**config.mk**
```make
export PLATFORM = sky130hd
export DESIGN_NAME = jtcps1_prog_sdram
export DESIGN_NICKNAME = d
export VERILOG_FILES = /design/src/rtl/jtcps1_prog_sdram_pkg.sv /design/src/rtl/jtcps1_prog_refcnt.sv /design/src/rtl/jtcps1_prog_sdram.sv
export SDC_FILE = /design/constraint.sdc
export NUM_CORES = 1
export LEC_CHECK = 0
export CAP_MARGIN = 20
export CORE_ASPECT_RATIO = 1.25
export CORE_MARGIN = 5
export CORE_UTILIZATION = 48
export DETAILED_ROUTE_END_ITERATION = 10
export PLACE_DENSITY_LB_ADDON = 0.25
export SYNTH_ARGS = -nofsm -noshare
export SYNTH_HDL_FRONTEND = slang
export SYNTH_SLANG_ARGS = --single-unit
```
**constraint.sdc**
```tcl
create_clock -name clk -period 2.7 [get_ports clk]
set_input_delay 0.54 -clock clk [delete_from_list [all_inputs] [get_ports clk]]
set_output_delay 0.54 -clock clk [all_outputs]
set_load 0.005 [all_outputs]
```
**src/rtl/jtcps1_prog_sdram_pkg.sv**
```systemverilog
// Shared definitions for the ROM-download SDRAM responder.
// Holds the SDRAM command encodings ({ncs,nras,ncas,nwe}), the
// mode-register word and the controller state enumeration.
package jtcps1_prog_sdram_pkg;

    localparam logic [3:0] CMD_NOP   = 4'b0111;
    localparam logic [3:0] CMD_ACT   = 4'b0011;
    localparam logic [3:0] CMD_WRITE = 4'b0100;
    localparam logic [3:0] CMD_PRE   = 4'b0010;
    localparam logic [3:0] CMD_REF   = 4'b0001;
    localparam logic [3:0] CMD_LMR   = 4'b0000;
    localparam logic [3:0] CMD_DESEL = 4'b1111;

    // Burst length 1, sequential, CAS latency 2, burst write.
    localparam logic [12:0] MODE_WORD = 13'h020;

    // Width of the shared wait counter and the refresh counter.
    localparam int unsigned CNT_W = 16;

    typedef enum logic [3:0] {
        StInitWait,
        StInitPre,
        StInitRef1,
        StInitRef2,
        StInitLmr,
        StIdle,
        StAct,
        StWr,
        StPre,
        StRef,
        StWait
    } state_e;

endpackage

```
**src/rtl/jtcps1_prog_refcnt.sv**
```systemverilog
// Refresh interval timer for the download-time SDRAM responder.
// Ports:
//   clk, rst      clock and asynchronous active-high reset
//   en            count enable (high once SDRAM init is complete)
//   ref_ack       a REF command is being issued this cycle
//   ref_req       a refresh is pending
// The counter is free-running while enabled and wraps at REF_PERIOD-1,
// which is also where a request is raised. Requests coalesce: a new one
// arriving while one is pending leaves a single pending request.
module jtcps1_prog_refcnt
    import jtcps1_prog_sdram_pkg::*;
#(
    parameter int unsigned REF_PERIOD = 370
) (
    input  logic clk,
    input  logic rst,
    input  logic en,
    input  logic ref_ack,
    output logic ref_req
);

    logic [CNT_W-1:0] cnt_q, cnt_d;
    logic             req_q, req_d;

    always_comb begin
        cnt_d = cnt_q;
        req_d = req_q;
        if (ref_ack) req_d = 1'b0;
        // A fresh request takes precedence over a clear in the same cycle.
        if (en) begin
            if (cnt_q == CNT_W'(REF_PERIOD - 1)) begin
                cnt_d = '0;
                req_d = 1'b1;
            end else begin
                cnt_d = cnt_q + 1'b1;
            end
        end
    end

    always_ff @(posedge clk or posedge rst) begin
        if (rst) begin
            cnt_q <= '0;
            req_q <= 1'b0;
        end else begin
            cnt_q <= cnt_d;
            req_q <= req_d;
        end
    end

    assign ref_req = req_q;

endmodule

```
**src/rtl/jtcps1_prog_sdram.sv**
```systemverilog
// SDRAM-side responder for the ROM download programming port.
// Runs the SDRAM power-up init, then turns each held prog_we request into
// one ACT / WRITE / PRE sequence, pulsing sdram_ack on the WRITE cycle.
// Auto-refresh is issued from IDLE whenever the refresh timer requests it.
// Ports:
//   clk, rst                       clock, asynchronous active-high reset
//   prog_addr[21:0]                word address, row [21:9], column [8:0]
//   prog_data[7:0], prog_mask[1:0] byte to write, active-low byte enables
//   prog_we                        request, held until sdram_ack
//   sdram_ack                      one-cycle pulse with the WRITE command
//   init_done                      high once the init sequence completes
//   sdram_*                        registered SDRAM pins
module jtcps1_prog_sdram
    import jtcps1_prog_sdram_pkg::*;
#(
    parameter int unsigned INIT_WAIT  = 4800,
    parameter int unsigned TRCD       = 2,
    parameter int unsigned TWR        = 2,
    parameter int unsigned TRP        = 2,
    parameter int unsigned TRFC       = 7,
    parameter int unsigned TMRD       = 2,
    parameter int unsigned REF_PERIOD = 370,
    parameter logic [1:0]  BANK       = 2'd0
) (
    input  logic        clk,
    input  logic        rst,
    input  logic [21:0] prog_addr,
    input  logic [7:0]  prog_data,
    input  logic [1:0]  prog_mask,
    input  logic        prog_we,
    output logic        sdram_ack,
    output logic        init_done,
    output logic [12:0] sdram_a,
    output logic [1:0]  sdram_ba,
    output logic [15:0] sdram_dq_out,
    output logic        sdram_dq_oe,
    output logic        sdram_dqml,
    output logic        sdram_dqmh,
    output logic        sdram_ncs,
    output logic        sdram_nras,
    output logic        sdram_ncas,
    output logic        sdram_nwe,
    output logic        sdram_cke
);

    state_e           state_q, state_d;
    state_e           ret_q, ret_d;
    logic [CNT_W-1:0] wait_q, wait_d;
    logic [3:0]       cmd_q, cmd_d;
    logic [12:0]      a_q, a_d;
    logic [1:0]       ba_q, ba_d;
    logic [15:0]      dq_q, dq_d;
    logic             oe_q, oe_d;
    logic [1:0]       dqm_q, dqm_d;      // [1] = high byte, [0] = low byte
    logic             ack_q, ack_d;
    logic             done_q, done_d;
    logic             cke_q;
    logic [8:0]       col_q, col_d;
    logic [7:0]       data_q, data_d;
    logic [1:0]       mask_q, mask_d;
    logic             ref_req, ref_ack;

    jtcps1_prog_refcnt #(
        .REF_PERIOD (REF_PERIOD)
    ) u_refcnt (
        .clk     (clk),
        .rst     (rst),
        .en      (done_q),
        .ref_ack (ref_ack),
        .ref_req (ref_req)
    );

    // Every command state issues its command on the pins for one cycle and
    // hands over to StWait, which burns N cycles (loaded with N-1) before
    // returning to ret_q.
    always_comb begin
        state_d = state_q;
        ret_d   = ret_q;
        wait_d  = wait_q;
        cmd_d   = CMD_NOP;
        a_d     = a_q;
        ba_d    = ba_q;
        dq_d    = dq_q;
        oe_d    = 1'b0;
        dqm_d   = 2'b11;
        ack_d   = 1'b0;
        col_d   = col_q;
        data_d  = data_q;
        mask_d  = mask_q;
        ref_ack = 1'b0;

        case (state_q)
            StInitWait: begin
                // This cycle plus INIT_WAIT-1 wait cycles of NOP.
                wait_d  = CNT_W'(INIT_WAIT - 2);
                ret_d   = StInitPre;
                state_d = StWait;
            end
            StInitPre: begin
                cmd_d   = CMD_PRE;
                a_d     = 13'h0400;     // a[10]: precharge all banks
                ba_d    = 2'd0;
                wait_d  = CNT_W'(TRP - 1);
                ret_d   = StInitRef1;
                state_d = StWait;
            end
            StInitRef1: begin
                cmd_d   = CMD_REF;
                wait_d  = CNT_W'(TRFC - 1);
                ret_d   = StInitRef2;
                state_d = StWait;
            end
            StInitRef2: begin
                cmd_d   = CMD_REF;
                wait_d  = CNT_W'(TRFC - 1);
                ret_d   = StInitLmr;
                state_d = StWait;
            end
            StInitLmr: begin
                cmd_d   = CMD_LMR;
                a_d     = MODE_WORD;
                ba_d    = 2'd0;
                wait_d  = CNT_W'(TMRD - 1);
                ret_d   = StIdle;
                state_d = StWait;
            end
            StIdle: begin
                if (ref_req) begin
                    // Refresh first; a pending prog_we stays held.
                    cmd_d   = CMD_REF;
                    ref_ack = 1'b1;
                    wait_d  = CNT_W'(TRFC - 1);
                    ret_d   = StIdle;
                    state_d = StWait;
                end else if (prog_we) begin
                    cmd_d   = CMD_ACT;
                    ba_d    = BANK;
                    a_d     = prog_addr[21:9];
                    col_d   = prog_addr[8:0];
                    data_d  = prog_data;
                    mask_d  = prog_mask;
                    wait_d  = CNT_W'(TRCD - 1);
                    ret_d   = StWr;
                    state_d = StWait;
                end
            end
            StWr: begin
                cmd_d   = CMD_WRITE;
                ba_d    = BANK;
                a_d     = {4'b0000, col_q};   // a[10] = 0: no auto-precharge
                dq_d    = {data_q, data_q};
                oe_d    = 1'b1;
                dqm_d   = mask_q;
                ack_d   = 1'b1;
                wait_d  = CNT_W'(TWR - 1);
                ret_d   = StPre;
                state_d = StWait;
            end
            StPre: begin
                cmd_d   = CMD_PRE;
                ba_d    = BANK;
                a_d     = 13'h0000;     // single-bank precharge
                wait_d  = CNT_W'(TRP - 1);
                ret_d   = StIdle;
                state_d = StWait;
            end
            StWait: begin
                if (wait_q == '0) begin
                    state_d = ret_q;
                end else begin
                    wait_d = wait_q - 1'b1;
                end
            end
            // StAct and StRef are never entered: IDLE issues both commands
            // directly to keep the request-to-ack latency at 1+TRCD.
            default: state_d = StIdle;
        endcase

        done_d = done_q | (state_d == StIdle);
    end

    always_ff @(posedge clk or posedge rst) begin
        if (rst) begin
            state_q <= StInitWait;
            ret_q   <= StInitWait;
            wait_q  <= '0;
            cmd_q   <= CMD_DESEL;
            a_q     <= '0;
            ba_q    <= '0;
            dq_q    <= '0;
            oe_q    <= 1'b0;
            dqm_q   <= 2'b11;
            ack_q   <= 1'b0;
            done_q  <= 1'b0;
            cke_q   <= 1'b0;
            col_q   <= '0;
            data_q  <= '0;
            mask_q  <= 2'b11;
        end else begin
            state_q <= state_d;
            ret_q   <= ret_d;
            wait_q  <= wait_d;
            cmd_q   <= cmd_d;
            a_q     <= a_d;
            ba_q    <= ba_d;
            dq_q    <= dq_d;
            oe_q    <= oe_d;
            dqm_q   <= dqm_d;
            ack_q   <= ack_d;
            done_q  <= done_d;
            cke_q   <= 1'b1;
            col_q   <= col_d;
            data_q  <= data_d;
            mask_q  <= mask_d;
        end
    end

    assign {sdram_ncs, sdram_nras, sdram_ncas, sdram_nwe} = cmd_q;
    assign sdram_a      = a_q;
    assign sdram_ba     = ba_q;
    assign sdram_dq_out = dq_q;
    assign sdram_dq_oe  = oe_q;
    assign sdram_dqml   = dqm_q[0];
    assign sdram_dqmh   = dqm_q[1];
    assign sdram_ack    = ack_q;
    assign init_done    = done_q;
    assign sdram_cke    = cke_q;

endmodule

```
==> flow_summary_export.csv <==
group,metric,value,unit
power_and_ir_drop,power_frac_seq,0.356,
final_layout,drive_above_1_share,0.1543,
worst_setup_path,crit_top_cell,"buf_4",
floorplanning,die_y,119.1,um
worst_setup_path,crit_path_top_delay_cell,"dfrtp_1",
routing,first_pass_iters,5,
timing,final-hold-violation-count,0,
worst_setup_path,critPathKind,"reg -> reg",
routing,via_per_inst,5.468,
yosys,ys_seq_area_frac,0.4953,
floorplanning,fp.dieW,97.25,um
timing,setup_viol,0,
power_and_ir_drop,combPwrFrac,0.437,
yosys,synth_top_area_share,0.4493,
cts,cts_tree,"yes",
timing,worst_pin_slew,0.5614,ns
yosys,synth_cells,426,
cts,cts_hold_buf,0,
floorplanning,dieArea,0.01158,mm2
cts,cts-root-buf,"clkbuf_16",
yosys,avgSynthCellArea,10.72,um2
timing,drv_slew,0,
power_and_ir_drop,vdd_drop_max,0.6321,mV
worst_setup_path,required,2.92,ns
routing,ant_nets,0,
grt,track_usage,0.1727,
power_and_ir_drop,leakage,2.508,nW
floorplanning,io-pin-count,76,
cts,cts_resized,0,
final_layout,final_common_cell,"dfrtp_1",
placed_design,numPortBuffers,73,
grt,grt_max_degree,91,
final_layout,layout_common_cells,"dfrtp_1 (82), clkdlybuf4s50_1 (73), nand2_1 (52)",
worst_setup_path,cp-start-kind,"register",
worst_setup_path,critPathMaxFanout,20,
power_and_ir_drop,cellPowerDensity,1044,mW/mm2
timing,rsz0062_at_grt,"no",
yosys,ys_warn_count,0,
timing,post-route-period-util,0.7778,
placed_design,finalWeightedCongestion,0.8354,
floorplanning,rows,39,
yosys,netlist.top_cell.by_area,"dfrtp_1",
placed_design,dp_hpwl,6.949,mm
cts,clock-sinks,90,
worst_setup_path,crit_chain,"nand3_1 > buf_4 > inv_2 > a21oi_1 > o21ai_1 > buf_4 > mux2_2",
final_layout,fillers,755,
worst_setup_path,critPathBufInv,3,
grt,grt.overflow.total,0,
power_and_ir_drop,p_int,3.765,mW
routing,drc,0,
yosys,synth_area,0.004567,mm2
routing,routed_wl,9.665,mm
flow_run,drv_cap,0,
yosys,synthArstFlopShare,1.000,
floorplanning,start_util,0.4952,
timing,tns,0,ns
worst_setup_path,cp_top_family,"buffers and inverters",
routing,first_iter_violations,161,
routing,wire_per_inst,15.54,um
cts,cts_inserted_buffers,9,
worst_setup_path,max_stage_delay,0.58,ns
power_and_ir_drop,p_clk_frac,0.206,
routing,vias,3401,
worst_setup_path,endpoint_kind,"register",
timing,fin_crit,2.100,ns
grt,antenna_found_initial,0,
power_and_ir_drop,switching_share,0.3669,
timing,finClkSkew,0.01099,ns
timing,fmax,0.4762,GHz
cts,clkLatencyLatePin,0.34,ns
cts,cts.clk_slew.worst_paths,0.07,ns
cts,postCtsSetupBuffers,0,
timing,hold_slack,0.4656,ns
final_layout,finalNetCount,533,
hold_path,hp-class,"reg -> reg",
yosys,synth_edf_count,0,
grt,grt_pass1_wl,16.79,mm
yosys,ys.flop_type,"dfrtp_1",
yosys,synth.distinct_cells,67,
grt,grt_pass1_vias,3546,
yosys,synth_area_leaders,"dfrtp_1 (45%), mux2_2 (5.7%), dfstp_2 (4.6%)",
power_and_ir_drop,p_total,5.947,mW
yosys,synth-seq-cells,90,
final_layout,area_growth,24.77,%
status,status,"complete, no violations",
cts,cts-htree-levels,3,
worst_setup_path,critPathArrivalTime,2.32,ns
final_layout,diodes,0,
floorplanning,core-area,0.009223,mm2
timing,timing.slew.headroom,0.6226,
power_and_ir_drop,p_switching,2.182,mW
cts,clockBufferDepth,2,
-- final timing paths --
kind                       startpoint                to  slack, ns  cells past startpoint
max                        state_q[0]        sdram_a[7]       0.60                      7
min                         data_q[6]  sdram_dq_out[14]       0.47                      2
max reg2reg                state_q[0]        sdram_a[7]       0.60                      7
min reg2reg                 data_q[6]  sdram_dq_out[14]       0.47                      2
max in group asynchronous         rst          cmd_q[3]       1.64                      3
min in group asynchronous         rst         wait_q[3]       0.66                      3
-- cells by family after synthesis --
group	synth area share
XOR/XNOR	0.02685
AO/OA/AOI/OAI	0.1225
flip-flops	0.4953
other	0.001644
adder cells (fa/ha/maj)	0.01096
AND/OR/NAND/NOR	0.1910
multiplexers	0.1003
buffers and inverters	0.05151
-- metrics by stage --
| step | util | instance area (um2) | instances | worst slack (ns) |
|---|---|---|---|---|
| 3_5_place_dp | 0.5851 | 5396 | 606 | 0.2942 |
| 5_1_grt | 0.6178 | 5698 | 622 | 0.3569 |
| 3_3_place_gp | 0.5851 | 5396 | 606 | 0.3242 |
| 4_1_cts | 0.6178 | 5698 | 622 | 0.5901 |
| 2_1_floorplan | - | 4578 | 428 | 0.8323 |
| 6_report | 0.6178 | 5698 | 622 | 0.5999 |
-- state kept, by name, indices dropped and copies added (netlist names) --
name              count
mask_q                2
sdram_a              13
sdram_dq_out          8
wait_q               16
cmd_q                 4
dqm_q                 2
col_q                 9
u_refcnt.ref_req      1
ret_q                 4
u_refcnt.cnt_q       16
init_done             1
sdram_ack             1
data_q                8
state_q               4
sdram_cke             1
-- cell usage after synthesis, types with 5 or more instances --
cell       n
a21oi_1    9
a22o_1     9
nor2_1    21
buf_2     11
dfstp_2    8
clkbuf_1   5
mux2_2    23
buf_4     14
nand3_1   13
nor2b_1    5
o21ai_0   10
mux2_1     7
mux2i_1   12
and4_1     8
nand2_1   52
nor3b_1    5
nand2b_1  15
xor2_1     7
nor3_1     5
dfrtp_1   82
inv_1      9
xnor2_1    7
nor4_1     6
-- power by group through the flow --
stage	Clock, mW	Combinational (mW)	Sequential, mW
finish	1.23	2.60	2.12
global route	1.32	2.88	2.18
CTS	1.27	2.63	2.12
detailed placement	0	2.62	2.14
global placement	0	2.54	2.12
floorplan	0	1.83	2.06
-- routing by layer --
| layer | vias to the layer above | track usage | part of all wire |
|---|---|---|---|
| met2 | 72 | 0.2962 | 0.51 |
| met5 | - | 0 | 0 |
| met4 | 0 | 0.05022 | 0.014 |
| met1 | 1670 | 0.2106 | 0.42 |
| li1 | 1647 | - | - |
| met3 | 12 | 0.05322 | 0.060 |
-- worst register-to-register path: cells and delay by family, from the launching register on --
family          cells  cell delay [ns]
mux                 1             0.37
compound gates      2             0.17
simple gates        1             0.14
buf+inv             3             0.73
flops               1             0.58
-- layout make-up --
class	instances	area [um2]	area share
Timing Repair Buffer	88	855.8	0.1502
Tap cell	123	153.9	0.02701
Multi-Input combinational cell	295	2083	0.3656
Clock buffer	9	225.2	0.03953
Sequential cell	90	2262	0.3970
Clock inverter	7	76.32	0.01339
Inverter	10	41.29	0.007246
(Power assumes the default switching activity.)
